<file path="src/rtl/imem_boot_loader.sv">
// Boot loader: streams a length-prefixed little-endian word image into imem while holding the
// CPU in reset, then releases it. Define BOOT_CHECKSUM_EN to require a trailing XOR checksum byte.
module imem_boot_loader #(
  parameter int ADDR_WIDTH = 8,
  parameter int MAX_WORDS  = 256
) (
  input  logic                  clk,
  input  logic                  reset,
  input  logic                  rx_valid,
  input  logic [7:0]            rx_data,
  output logic                  rx_ready,
  output logic                  imem_we,
  output logic [ADDR_WIDTH-1:0] imem_addr,
  output logic [31:0]           imem_wdata,
  output logic                  cpu_reset,
  output logic                  boot_done,
  output logic                  boot_error,
  output logic [ADDR_WIDTH:0]   words_loaded
);

  localparam int CW = ADDR_WIDTH + 1;

  typedef enum logic [2:0] {
    S_LEN_LO,
    S_LEN_HI,
    S_DATA,
`ifdef BOOT_CHECKSUM_EN
    S_CHK,
`endif
    S_RELEASE,
    S_DONE,
    S_ERROR
  } state_t;

  state_t                  state_q, state_d;
  logic [7:0]              len_lo_q, len_lo_d;
  logic [CW-1:0]           n_q, n_d;
  logic [1:0]              byte_cnt_q, byte_cnt_d;
  logic [23:0]             asm_q, asm_d;
  logic                    imem_we_q, imem_we_d;
  logic [ADDR_WIDTH-1:0]   imem_addr_q, imem_addr_d;
  logic [31:0]             imem_wdata_q, imem_wdata_d;
  logic [CW-1:0]           words_q, words_d;
`ifdef BOOT_CHECKSUM_EN
  logic [7:0]              chk_q, chk_d;
`endif

  logic                    xfer;
  logic [15:0]             len_full;
  state_t                  after_data;

`ifdef BOOT_CHECKSUM_EN
  assign after_data = S_CHK;
`else
  assign after_data = S_RELEASE;
`endif

  // Ready is purely state-based, but forced low while reset is held.
  always_comb begin
    rx_ready = 1'b0;
    case (state_q)
      S_LEN_LO, S_LEN_HI, S_DATA: rx_ready = ~reset;
`ifdef BOOT_CHECKSUM_EN
      S_CHK:                      rx_ready = ~reset;
`endif
      default:                    rx_ready = 1'b0;
    endcase
  end

  assign xfer     = rx_valid & rx_ready;
  assign len_full = {rx_data, len_lo_q};

  always_comb begin
    state_d      = state_q;
    len_lo_d     = len_lo_q;
    n_d          = n_q;
    byte_cnt_d   = byte_cnt_q;
    asm_d        = asm_q;
    imem_we_d    = 1'b0;
    imem_addr_d  = imem_addr_q;
    imem_wdata_d = imem_wdata_q;
    words_d      = words_q;
`ifdef BOOT_CHECKSUM_EN
    chk_d        = chk_q;
`endif
    case (state_q)
      S_LEN_LO: begin
        if (xfer) begin
          len_lo_d = rx_data;
          state_d  = S_LEN_HI;
        end
      end
      S_LEN_HI: begin
        if (xfer) begin
          if (len_full > 16'(MAX_WORDS)) begin
            state_d = S_ERROR;
          end else begin
            n_d     = CW'(len_full);
            state_d = (len_full == 16'd0) ? after_data : S_DATA;
          end
        end
      end
      S_DATA: begin
        if (xfer) begin
          // Shift right so that after three bytes byte 0 sits in [7:0].
          asm_d      = {rx_data, asm_q[23:8]};
          byte_cnt_d = byte_cnt_q + 2'd1;
`ifdef BOOT_CHECKSUM_EN
          chk_d      = chk_q ^ rx_data;
`endif
          if (byte_cnt_q == 2'd3) begin
            imem_we_d    = 1'b1;
            imem_addr_d  = words_q[ADDR_WIDTH-1:0];
            imem_wdata_d = {rx_data, asm_q};
            words_d      = words_q + CW'(1);
            if (words_q + CW'(1) == n_q) state_d = after_data;
          end
        end
      end
`ifdef BOOT_CHECKSUM_EN
      S_CHK: begin
        if (xfer) state_d = (rx_data == chk_q) ? S_RELEASE : S_ERROR;
      end
`endif
      // One cycle so the final imem write completes before the CPU leaves reset.
      S_RELEASE: state_d = S_DONE;
      default:   state_d = state_q;
    endcase
  end

  always_ff @(posedge clk or posedge reset) begin
    if (reset) begin
      state_q      <= S_LEN_LO;
      len_lo_q     <= '0;
      n_q          <= '0;
      byte_cnt_q   <= '0;
      asm_q        <= '0;
      imem_we_q    <= 1'b0;
      imem_addr_q  <= '0;
      imem_wdata_q <= '0;
      words_q      <= '0;
`ifdef BOOT_CHECKSUM_EN
      chk_q        <= '0;
`endif
    end else begin
      state_q      <= state_d;
      len_lo_q     <= len_lo_d;
      n_q          <= n_d;
      byte_cnt_q   <= byte_cnt_d;
      asm_q        <= asm_d;
      imem_we_q    <= imem_we_d;
      imem_addr_q  <= imem_addr_d;
      imem_wdata_q <= imem_wdata_d;
      words_q      <= words_d;
`ifdef BOOT_CHECKSUM_EN
      chk_q        <= chk_d;
`endif
    end
  end

  assign imem_we      = imem_we_q;
  assign imem_addr    = imem_addr_q;
  assign imem_wdata   = imem_wdata_q;
  assign words_loaded = words_q;
  assign cpu_reset    = (state_q != S_DONE);
  assign boot_done    = (state_q == S_DONE);
  assign boot_error   = (state_q == S_ERROR);

endmodule

</file>
<file path="config.mk">
export PLATFORM = sky130hd
export DESIGN_NAME = imem_boot_loader
export DESIGN_NICKNAME = d
export VERILOG_FILES = /design/src/rtl/imem_boot_loader.sv
export SDC_FILE = /design/constraint.sdc
export NUM_CORES = 1
export LEC_CHECK = 0
export ABC_AREA = 1
export CORE_ASPECT_RATIO = 0.5
export CORE_MARGIN = 10
export CORE_UTILIZATION = 53
export DETAILED_ROUTE_END_ITERATION = 8
export PLACE_DENSITY = 0.84
export REMOVE_ABC_BUFFERS = 1
export SETUP_SLACK_MARGIN = 0.02
export SLEW_MARGIN = 0
export SYNTH_ARGS = -nofsm -noshare
export SYNTH_HDL_FRONTEND = slang
export SYNTH_SLANG_ARGS = --single-unit
</file>
<file path="constraint.sdc">
create_clock -name clk -period 3.56 [get_ports clk]
set_input_delay 0.712 -clock clk [delete_from_list [all_inputs] [get_ports clk]]
set_output_delay 0.712 -clock clk [all_outputs]
set_load 0.005 [all_outputs]
</file>
==> results of run 1 <==
stage by stage:
step	setup slack [ns]	power, mW
2_1_floorplan	0.343	1.13
3_3_place_gp	0.962	1.15
3_5_place_dp	0.909	1.16
4_1_cts	0.951	2.18
5_1_grt	0.877	2.22
6_report	0.967	2.16
worst max-delay path, cell delays in order:
cell	delay (ns)
clkdlybuf4s50_1	0.44
nor2_1	0.10
nand2_1	0.08
inv_1	0.05
clkdlybuf4s50_1	0.49
cells in the mapped netlist (4+ instances only):
master    instances  area (um2)
o21ai_0          72         360
dfrtp_1          96        2400
nand2_1         150         563
clkbuf_1          8        30.0
o21ai_1          11        55.1
buf_2             4        20.0
nor2_2            4        25.0
nand3_1          20         100
nor2_1           13        48.8
nand4_1           4        25.0
nand2_2           7        43.8
inv_1            58         218
registers in the layout, summed over array words and instances, names as in the netlist:
signal,cells
state_q,3
words_loaded,9
asm_q,24
len_lo_q,8
n_q,9
imem_we,1
imem_wdata,32
byte_cnt_q,2
imem_addr,8
cell type report:
cell class / count / area share
inverters: 61 / 0.0445
flip-flops and latches: 96 / 0.464
multi-input cells: 301 / 0.272
well taps: 108 / 0.0261
clock buffers: 12 / 0.0476
repair buffers: 67 / 0.131
clock inverters: 4 / 0.0150
power groups by stage:
stage / clock (mW) / sequential (mW) / combinational (mW)
after global placement: 0 / 1.11 / 0.0436
after floorplan: 0 / 1.11 / 0.0187
after CTS: 1.04 / 1.09 / 0.0445
after detailed placement: 0 / 1.11 / 0.0442
after global routing: 1.08 / 1.09 / 0.0481
final: 1.02 / 1.09 / 0.0428
cells by family (layout without fill, tap and decap cells):
| kind of cell | count (synthesis) | count (layout) | synth area share |
|---|---|---|---|
| flip-flops | 96 | 96 | 0.581 |
| adder cells (fa/ha/maj) | 2 | 2 | 0.00605 |
| AO/OA/AOI/OAI | 83 | 83 | 0.100 |
| XOR/XNOR | 4 | 4 | 0.00848 |
| buffers and inverters | 78 | 144 | 0.0787 |
| AND/OR/NAND/NOR | 212 | 212 | 0.225 |
per-layer routing:
layer,vias to the layer above,GRT usage,wire length [um]
li1,1618,-,-
met1,1496,0.186,4200
met3,7,0.0461,462
met4,0,0.0526,81
met2,69,0.256,4210
met5,-,0,0
cells in the final DEF (no fill, tap or decap), types with 3 or more instances in the layout:
cell type	synthesis	routed
nand2_2	7	7
o21ai_1	11	11
nor2_1	13	13
nor3_1	3	3
inv_2	3	3
xor2_1	3	3
clkbuf_16	0	9
dfrtp_1	96	96
clkdlybuf4s50_1	0	64
o21ai_0	72	72
nand3b_1	3	3
inv_1	58	57
nand2_1	150	150
nand4_1	4	4
nand3_1	20	20
nor2_2	4	4
how the worst min path moves through the flow:
stage | endpoint | from | slack [ns] | cells after the start
3_3_place_gp | asm_q[10] | asm_q[18] | 0.46 | 2
2_1_floorplan | imem_wdata[0] | asm_q[0] | 0.44 | 2
4_1_cts | imem_wdata[1] | imem_wdata[1] | 0.49 | 2
6_report | imem_wdata[13] | imem_wdata[13] | 0.48 | 2
5_1_grt | imem_wdata[1] | asm_q[1] | 0.50 | 2
3_5_place_dp | imem_wdata[23] | imem_wdata[23] | 0.47 | 2
==> Flow_metrics.wiki, run 1 <==
{| class="wikitable"
! Metric !! Value
|-
| Number of fill cells || 567
|-
| Mean area per synthesized cell || 8.70 um2
|-
| Largest net degree at the start of global routing || 71
|-
| End of the worst register-to-register path || len_lo_q[0]
|-
| PostCTS Resize Cnt || 0
|-
| P_sw || 417 uW
|-
| Layout overhead on the synthesized area || 25.2%
|-
| Clock tree from TritonCTS || yes
|-
| Area occupied by registers || 0.00240 mm2
|-
| Post-synth ARST share || 1.00
|-
| Final clock period utilization by the worst path || 0.728
|-
| Combinational share of power || 0.020
|-
| Portion of the post-synthesis area used by sequential elements || 0.581
|-
| Worst-path clk slew || 0.06 ns
|-
| Post-layout util || 0.694
|-
| Arrival time at the worst endpoint || 1.88 ns
|-
| Post-CTS Setup Repair Bufs || 0
|-
| FMAX || 386 MHz
|-
| Post-synth EDFFs || 0
|-
| Post-CTS Hold Fix Bufs || 0
|-
| Final Instance Area || 0.00517 mm2
|-
| Post-synthesis instance total || 475
|-
| Placeable Area || 0.00746 mm2
|-
| Yosys warnings || 0
|-
| Pre-antenna DRT Iters || 5
|-
| DP Wirelength || 6.24 mm
|-
| Kind of start point of the critical path || primary input
|-
| Final weighted congestion in routability-driven placement || 0.799
|-
| Max-capacitance violation count || 0
|-
| Count of buffers inserted at the top-level ports || 64
|-
| Vias after detailed routing || 3190
|-
| Final wirelength || 8.96 mm
|-
| Number of top-level pins || 65
|-
| Effective utilization at floorplan || 0.554
|-
| Number of antenna violations at the first check in global routing || 0
|-
| Number of H-tree levels || 3
|-
| PwrDens || 417 mW/mm2
|-
| Ant. Diodes || 0
|-
| GRT Util Overall || 0.152
|-
| Floorplan die width || 145 um
|-
| Unrepaired setup endpoints after global routing || no
|-
| Floorplan die height || 82.5 um
|-
| Cell count of the worst reg-to-reg path || 7
|-
| Number of buffers added by the clock tree synthesis step || 9
|-
| Instance area at placement || 0.00485 mm2
|-
| Number of vias per cell || 4.92
|-
| Part of the total power dissipated in the clock network || 0.475
|-
| Maximum buffer depth of the clock tree || 2
|-
| Die Footprint || 0.0119 mm2
|-
| Clock Sinks || 96
|-
| Final count of hold timing violations || 0
|-
| Count of different cell masters after synthesis || 28
|-
| IR drop worst, VDD || 0.269 mV
|-
| Clock root buffer || clkbuf_16
|-
| Time the worst path needs with I/O delays and setup || 2.59 ns
|-
| Max-Slew Margin vs Limit || 0.402
|-
| Combined area of all synthesized cells || 0.00413 mm2
|-
| Worst Skew || 0.00871 ns
|-
| Sw frac || 0.193
|-
| Critical path start-end classification || in2out
|-
| Area used by multi-input combinational logic || 0.00141 mm2
|-
| Count of final setup violators || 0
|-
| Total congestion overflow after global routing || 0
|-
| Required time reported for the critical path endpoint || 2.85 ns
|-
| Remaining design rule violation count || 0
|-
| Post-Route Hold Slack || 0.484 ns
|-
| Leakage Power || 2.57 nW
|-
| Setup TNS || 0 ns
|-
| Count of state elements after synthesis || 96
|-
| Capture point of the worst path || rx_ready
|-
| Kind of path behind the tightest hold check || reg2reg
|-
| Number of global-route vias before repair || 3086
|-
| Internal power || 1.74 mW
|-
| Setup slack of the worst register-to-register path || 1.53 ns
|-
| Maximum fanout along the worst path || 2
|-
| Final standard cell count with taps included and fillers excluded || 649
|-
| Slew @ Worst Pin || 0.894 ns
|-
| First-iteration detailed-routing DRC count || 203
|-
| Post-layout nets || 549
|-
| Fraction of layout instances using a drive strength above 1 || 0.0721
|-
| Final number of max-transition violations || 0
|-
| Clock latency on the worst-skew pair || 0.34 ns
|-
| Crit Reg-Reg Startpoint || state_q[0]
|-
| Result of the run || finished clean
|-
| Count of standard-cell rows || 22
|-
| Routed len/inst || 13.8 um
|-
| Ys flop type || dfrtp_1
|-
| Launching instance or port of the critical path || reset
|-
| Kind of capture point of the worst setup path || primary output
|-
| First-pass GRT wire length || 14.8 mm
|-
| Register share of total power || 0.505
|-
| Antenna-violating nets left || 0
|-
| Total instance count after detailed placement || 633
|}
(Power assumes the default switching activity.)
==> run 2, diff against run 1 <==
--- a/config.mk
+++ b/config.mk
@@ -8,9 +8,9 @@
 export ABC_AREA = 1
 export CORE_ASPECT_RATIO = 0.5
 export CORE_MARGIN = 10
-export CORE_UTILIZATION = 53
+export CORE_UTILIZATION = 48
 export DETAILED_ROUTE_END_ITERATION = 8
-export PLACE_DENSITY = 0.84
+export PLACE_DENSITY = 0.8
 export REMOVE_ABC_BUFFERS = 1
 export SETUP_SLACK_MARGIN = 0.02
 export SLEW_MARGIN = 0
==> constraint.sdc (replaced) <==
create_clock -name clk -period 2.2 [get_ports clk]
set_input_delay 0.44 -clock clk [delete_from_list [all_inputs] [get_ports clk]]
set_output_delay 0.44 -clock clk [all_outputs]
set_load 0.005 [all_outputs]
==> Flow_metrics.wiki, run 2 (synthesis gave the netlist of run 1 again) <==
{| class="wikitable"
! Metric !! Value
|-
| Final standard cell count with taps included and fillers excluded || 663 (+2.2%)
|-
| Setup slack of the worst register-to-register path || 0.37 ns (-1.16 ns)
|-
| Cell count of the worst reg-to-reg path || 12 (+5)
|-
| Worst path setup slack after routing || 0.133 ns (-0.833 ns)
|-
| Number of top-level pins || 65 (unchanged)
|-
| Largest net degree at the start of global routing || 47 (-34%)
|-
| GRT Util Overall || 0.145 (-0.00732)
|-
| IR drop worst, VDD || 0.359 mV (+33%)
|-
| Maximum fanout along the worst path || 2 (unchanged)
|-
| Count of standard-cell rows || 23 (+4.5%)
|-
| Total instance count after detailed placement || 647 (+2.2%)
|-
| Post-layout nets || 559 (+1.8%)
|-
| Final weighted congestion in routability-driven placement || 0.800 (about the same)
|-
| FMAX || 484 MHz
|-
| Number of vias per cell || 4.81 (-2.2%)
|-
| End of the worst register-to-register path || state_q[1]
|-
| Placeable Area || 0.00820 mm2 (+9.9%)
|-
| Max-Slew Margin vs Limit || 0.750 (+0.348)
|-
| DP Wirelength || 6.51 mm (+4.2%)
|-
| Kind of path behind the tightest hold check || in2async
|-
| Commonest cells after routing, fill and taps aside || nand2_1 (150), dfrtp_1 (94), o21ai_0 (72)
|-
| Clock root buffer || clkbuf_16
|-
| Final Instance Area || 0.00525 mm2 (+1.5%)
|-
| Kind of capture point of the worst setup path || primary output
|-
| Arrival time at the worst endpoint || 1.63 ns (-0.25 ns)
|-
| Post-CTS Setup Repair Bufs || 0 (unchanged)
|-
| Floorplan die height || 85.6 um (+3.8%)
|-
| Worst setup timing slack at the placement stage || -0.00330 ns (-0.912 ns)
|-
| Crit Reg-Reg Startpoint || words_loaded[0]
|-
| Clock latency on the worst-skew pair || 0.34 ns (about the same)
|-
| Worst-path clk slew || 0.06 ns (about the same)
|-
| Final number of max-transition violations || 0 (unchanged)
|-
| Result of the run || finished clean
|-
| Post-Route Hold Slack || 0.462 ns (-0.0221 ns)
|-
| Number of global-route vias before repair || 3185 (+3.2%)
|-
| Ant. Diodes || 0 (unchanged)
|-
| Count of buffers inserted at the top-level ports || 64 (unchanged)
|-
| Worst Skew || 0.00619 ns (-0.00253 ns)
|-
| Leakage Power || 2.62 nW (+1.8%)
|-
| Fraction of layout instances using a drive strength above 1 || 0.0962 (+0.0241)
|-
| Routed len/inst || 13.5 um (-2.4%)
|-
| Setup TNS || 0 ns (unchanged)
|-
| Max reg flops || 32 (unchanged)
|-
| First-iteration detailed-routing DRC count || 175 (-14%)
|-
| Slew @ Worst Pin || 0.375 ns (-0.519 ns)
|-
| Antenna-violating nets left || 0 (unchanged)
|-
| Number of antenna violations at the first check in global routing || 0 (unchanged)
|-
| Total congestion overflow after global routing || 0 (unchanged)
|-
| Instance area at placement || 0.00494 mm2 (+1.9%)
|-
| Required time reported for the critical path endpoint || 1.76 ns (-1.09 ns)
|-
| Final clock period utilization by the worst path || 0.939
|-
| PwrDens || 650 mW/mm2 (+56%)
|-
| Pre-antenna DRT Iters || 4 (-1)
|-
| Maximum buffer depth of the clock tree || 2 (unchanged)
|-
| Clock Sinks || 96 (unchanged)
|-
| First-pass GRT wire length || 15.2 mm (+2.5%)
|-
| Layout overhead on the synthesized area || 27.1%
|-
| Unrepaired setup endpoints after global routing || no
|-
| PostCTS Resize Cnt || 0 (unchanged)
|-
| Post-CTS Hold Fix Bufs || 0 (unchanged)
|-
| Remaining design rule violation count || 0 (unchanged)
|-
| Kind of start point of the critical path || primary input
|-
| Critical path start-end classification || in2out
|-
| Die Footprint || 0.0129 mm2 (+8.4%)
|-
| Effective utilization at floorplan || 0.504 (-0.0501)
|-
| Count of final setup violators || 0 (unchanged)
|-
| Final wirelength || 8.93 mm (-0.29%)
|-
| Time the worst path needs with I/O delays and setup || 2.07 ns
|-
| Max-capacitance violation count || 0 (unchanged)
|-
| Clock tree from TritonCTS || yes
|-
| Number of H-tree levels || 3 (unchanged)
|-
| Vias after detailed routing || 3186 (-0.13%)
|-
| Floorplan die width || 151 um (+4.4%)
|-
| Final count of hold timing violations || 0 (unchanged)
|-
| Number of buffers added by the clock tree synthesis step || 9 (unchanged)
|-
| Commonest non-fill, non-tap cell in the layout || nand2_1
|}
run 2: cell types whose count changed in the layout (fill, tap and decap cells not counted):
cell | previous run | this run
buf_4 | 2 | 11
inv_6 | 0 | 3
clkinv_4 | 2 | 0
dfrtp_1 | 96 | 94
dfrtp_2 | 0 | 2
buf_12 | 1 | 2
bufinv_16 | 2 | 1
clkbuf_1 | 2 | 1
inv_4 | 0 | 1
nor2_1 | 13 | 12
nor2_2 | 4 | 5
run 2: where the power goes:
part / switching (mW) / internal, mW
Combinational: 0.0493 / 0.0292
Clock: 0.650 / 0.922
Sequential: 0 / 1.76
Total: 0.699 / 2.72
run 2: worst max path at each step:
stage	from	endpoint	slack (ns)	cells after the start
2_1_floorplan	reset	asm_q[0]	-0.75	1
3_3_place_gp	rx_data[2]	n_q[7]	0.03	8
3_5_place_dp	rx_data[2]	n_q[5]	-0.003	8
4_1_cts	state_q[1]	boot_done	0.09	4
5_1_grt	state_q[1]	boot_done	0.03	4
6_report	reset	rx_ready	0.13	5
run 2: metrics by stage:
step | total power, mW | utilization
finish | 3.42 | 0.640
detailed placement | 1.88 | 0.603
global placement | 1.88 | 0.603
global route | 3.54 | 0.640
floorplan | 1.83 | -
CTS | 3.46 | 0.640
run 2: critical path: stages:
cell and delay [ns]:
clkdlybuf4s50_1 0.46, nor2_1 0.10, nand2_1 0.08, inv_1 0.05, clkdlybuf4s50_1 0.49
run 2: cell type report:
cell class / instances / area [um2]
fillers: 684 / 2950
flip-flops and latches: 96 / 2400
multi-input cells: 301 / 1410
repair buffers: 77 / 763
clock buffers: 11 / 243
inverters: 61 / 231
well taps: 112 / 140
clock inverters: 5 / 61.3
run 2: layer usage:
layer / part of all wire / global-route usage / up-vias
met5: 0 / 0 / -
met4: 0.011 / 0.0443 / 0
met3: 0.067 / 0.0514 / 8
met2: 0.48 / 0.240 / 57
met1: 0.44 / 0.173 / 1482
li1: - / - / 1639
==> run 3, diff against run 2 <==
--- a/config.mk
+++ b/config.mk
@@ -8,9 +8,9 @@
 export ABC_AREA = 1
 export CORE_ASPECT_RATIO = 0.5
 export CORE_MARGIN = 10
-export CORE_UTILIZATION = 48
+export CORE_UTILIZATION = 53
 export DETAILED_ROUTE_END_ITERATION = 8
-export PLACE_DENSITY = 0.8
+export PLACE_DENSITY = 0.84
 export REMOVE_ABC_BUFFERS = 1
 export SETUP_SLACK_MARGIN = 0.02
 export SLEW_MARGIN = 0
==> constraint.sdc (replaced) <==
create_clock -name clk -period 1.95 [get_ports clk]
set_input_delay 0.39 -clock clk [delete_from_list [all_inputs] [get_ports clk]]
set_output_delay 0.39 -clock clk [all_outputs]
set_load 0.005 [all_outputs]
==> Flow_metrics.wiki, run 3 (synthesis gave the netlist of run 1 again) <==
{| class="wikitable"
! Metric !! Value
|-
| Result of the run || finished clean
|-
| Final weighted congestion in routability-driven placement || 0.827 (+3.3%)
|-
| Number of H-tree levels || 3 (unchanged)
|-
| Delay of the slowest cell on the worst path || 0.42 ns (-0.07 ns)
|-
| First-pass GRT wire length || 16.2 mm (+6.6%)
|-
| First-iteration detailed-routing DRC count || 192 (+9.7%)
|-
| Clock latency on the worst-skew pair || 0.35 ns (about the same)
|-
| Worst setup timing slack at the placement stage || -0.153 ns (-0.150 ns)
|-
| Post-Route Hold Slack || 0.478 ns (+0.0163 ns)
|-
| Number of global-route vias before repair || 3399 (+6.7%)
|-
| Worst Skew || 0.00676 ns (+0.000572 ns)
|-
| Kind of capture point of the worst setup path || register
|-
| Effective utilization at floorplan || 0.554 (+0.0501)
|-
| Max reg flops || 32 (unchanged)
|-
| Vias after detailed routing || 3294 (+3.4%)
|-
| Largest net degree at the start of global routing || 97 (+110%)
|-
| Slew @ Worst Pin || 0.487 ns (+0.112 ns)
|-
| Setup TNS || 0 ns (unchanged)
|-
| Count of standard-cell rows || 22 (-4.3%)
|-
| Number of top-level pins || 65 (unchanged)
|-
| Maximum buffer depth of the clock tree || 2 (unchanged)
|-
| Post-layout nets || 568 (+1.6%)
|-
| Leakage Power || 2.70 nW (+3.2%)
|-
| Count of buffers inserted at the top-level ports || 64 (unchanged)
|-
| Die Footprint || 0.0119 mm2 (-7.7%)
|-
| Floorplan die width || 145 um (-4.2%)
|-
| Required time reported for the critical path endpoint || 2.18 ns (+0.42 ns)
|-
| Antenna-violating nets left || 0 (unchanged)
|-
| Cell type with the highest occurrence count on the critical path || nand2_1
|-
| IR drop worst, VDD || 0.491 mV (+37%)
|-
| Number of antenna violations at the first check in global routing || 0 (unchanged)
|-
| Arrival time at the worst endpoint || 2.05 ns (+0.42 ns)
|-
| Number of vias per cell || 4.93 (+2.6%)
|-
| Setup slack of the worst register-to-register path || 0.16 ns (-0.21 ns)
|-
| Logic depth of the worst path, buffers included || 10 (+5)
|-
| FMAX || 550 MHz
|-
| Highest-delay cell along the critical path || clkdlybuf4s50_1
|-
| Clock root buffer || clkbuf_16
|-
| Final wirelength || 9.56 mm (+7.1%)
|-
| Layout overhead on the synthesized area || 30.0%
|-
| Commonest non-fill, non-tap cell in the layout || nand2_1
|-
| Number of buffers added by the clock tree synthesis step || 9 (unchanged)
|-
| Total congestion overflow after global routing || 0 (unchanged)
|-
| Number of fill cells || 532 (-22%)
|-
| Kind of path behind the tightest hold check || reg2reg
|-
| Kind of start point of the critical path || primary input
|-
| Ant. Diodes || 0 (unchanged)
|-
| Routed len/inst || 14.3 um (+6.3%)
|-
| Post-layout util || 0.721 (+0.0801)
|-
| Pre-antenna DRT Iters || 4 (unchanged)
|-
| List of cells traversed by the critical path || clkdlybuf4s50_1, nor2_1, nand2_1, nor2_2, inv_2, nor2_8, buf_12, clkinvlp_2, nand2_1, o21ai_0
|-
| Time the worst path needs with I/O delays and setup || 1.82 ns
|-
| Worst-path clk slew || 0.07 ns (about the same)
|-
| Unrepaired setup endpoints after global routing || yes
|-
| Clock tree from TritonCTS || yes
|-
| Family with the most delay on the worst path || buffers and inverters
|-
| Worst path bufs/invs || 4 (+1)
|-
| Maximum fanout along the worst path || 22 (+20)
|-
| Critical path start-end classification || in2reg
|-
| Placeable Area || 0.00746 mm2 (-9.0%)
|-
| Final count of hold timing violations || 0 (unchanged)
|-
| Max-Slew Margin vs Limit || 0.676 (-0.0743)
|-
| Count of final setup violators || 0 (unchanged)
|-
| DP Wirelength || 6.55 mm (+0.69%)
|-
| Final number of max-transition violations || 0 (unchanged)
|-
| Remaining design rule violation count || 0 (unchanged)
|-
| GRT Util Overall || 0.168 (+0.0236)
|-
| Floorplan die height || 82.5 um (-3.7%)
|-
| PwrDens || 720 mW/mm2 (+11%)
|-
| Final clock period utilization by the worst path || 0.933
|-
| Cell count of the worst reg-to-reg path || 9 (-3)
|-
| Worst path setup slack after routing || 0.131 ns (-0.00204 ns)
|-
| Fraction of layout instances using a drive strength above 1 || 0.114 (+0.0181)
|-
| Hold path cells || 2
|-
| Commonest cells after routing, fill and taps aside || nand2_1 (150), dfrtp_1 (94), o21ai_0 (72)
|-
| Clock Sinks || 96 (unchanged)
|-
| Max-capacitance violation count || 0 (unchanged)
|}
-- run 3: cell count changes in the layout (fill, tap and decap cells not counted), sizes merged --
| cell | delta |
|---|---|
| clkbuf | -1 |
| dlygate4sd2 | +3 |
| buf | +8 |
| dlymetal6s2s | +1 |
| clkdlybuf4s50 | -4 |
| inv | -5 |
| clkinvlp | +3 |
| clkinv | +4 |
-- run 3: final cells by class --
type | instances | area [um2] | share of cell area
multi-input combinational | 301 | 1420 | 0.264
tap | 108 | 135 | 0.0251
timing repair buffer | 85 | 872 | 0.162
clock inverter | 6 | 68.8 | 0.0128
clock buffer | 10 | 239 | 0.0445
sequential | 96 | 2400 | 0.447
timing repair inverter | 1 | 5.00 | 0.000931
inverter | 61 | 234 | 0.0435
-- run 3: timing repair --
item                                   in CTS  in global routing
setup endpoints to repair                   3                 13
endpoints found under the hold margin       0                  0
hold buffers                                0                  0
gates cloned                                0                  1
pin swaps                                   0                  0
gates resized for setup                     5                  4
setup buffers                               1                  0
-- run 3: layer usage --
metal  share of wire  global-route usage
met5               0                   0
met4           0.028              0.0729
met3           0.055              0.0575
met2            0.47               0.292
met1            0.45               0.191
-- run 3: through the flow --
step                cells  total power [mW]  instance area [um2]
floorplan             458              2.06                 4040
global placement      650              2.12                 5040
detailed placement    650              2.12                 5040
CTS                   667              3.91                 5350
global route          668              3.98                 5380
finish                668              3.87                 5380
-- run 3: path summary, 6_finish.rpt --
path	startpoint	end
worst max-delay path	reset	asm_q[1]
worst min register to register	imem_addr[2]	imem_addr[2]
worst max register to register	state_q[0]	asm_q[1]
max in group asynchronous	reset	imem_wdata[27]
min in group asynchronous	reset	n_q[8]
worst min-delay path	imem_addr[2]	imem_addr[2]
-- run 3: tightest hold or removal path, stage by stage, from the launching register on --
cell,delay (ns)
dfrtp_1,0.34
nand2_1,0.05
nand2_1,0.05
-- run 3: power breakdown --
group	total (mW)	leakage (nW)	internal, mW	switching [mW]
Sequential	1.99	1.15	1.99	0
Combinational	0.0897	1.40	0.0338	0.0558
Clock	1.79	0.149	1.03	0.759
Total	3.87	2.70	3.06	0.815
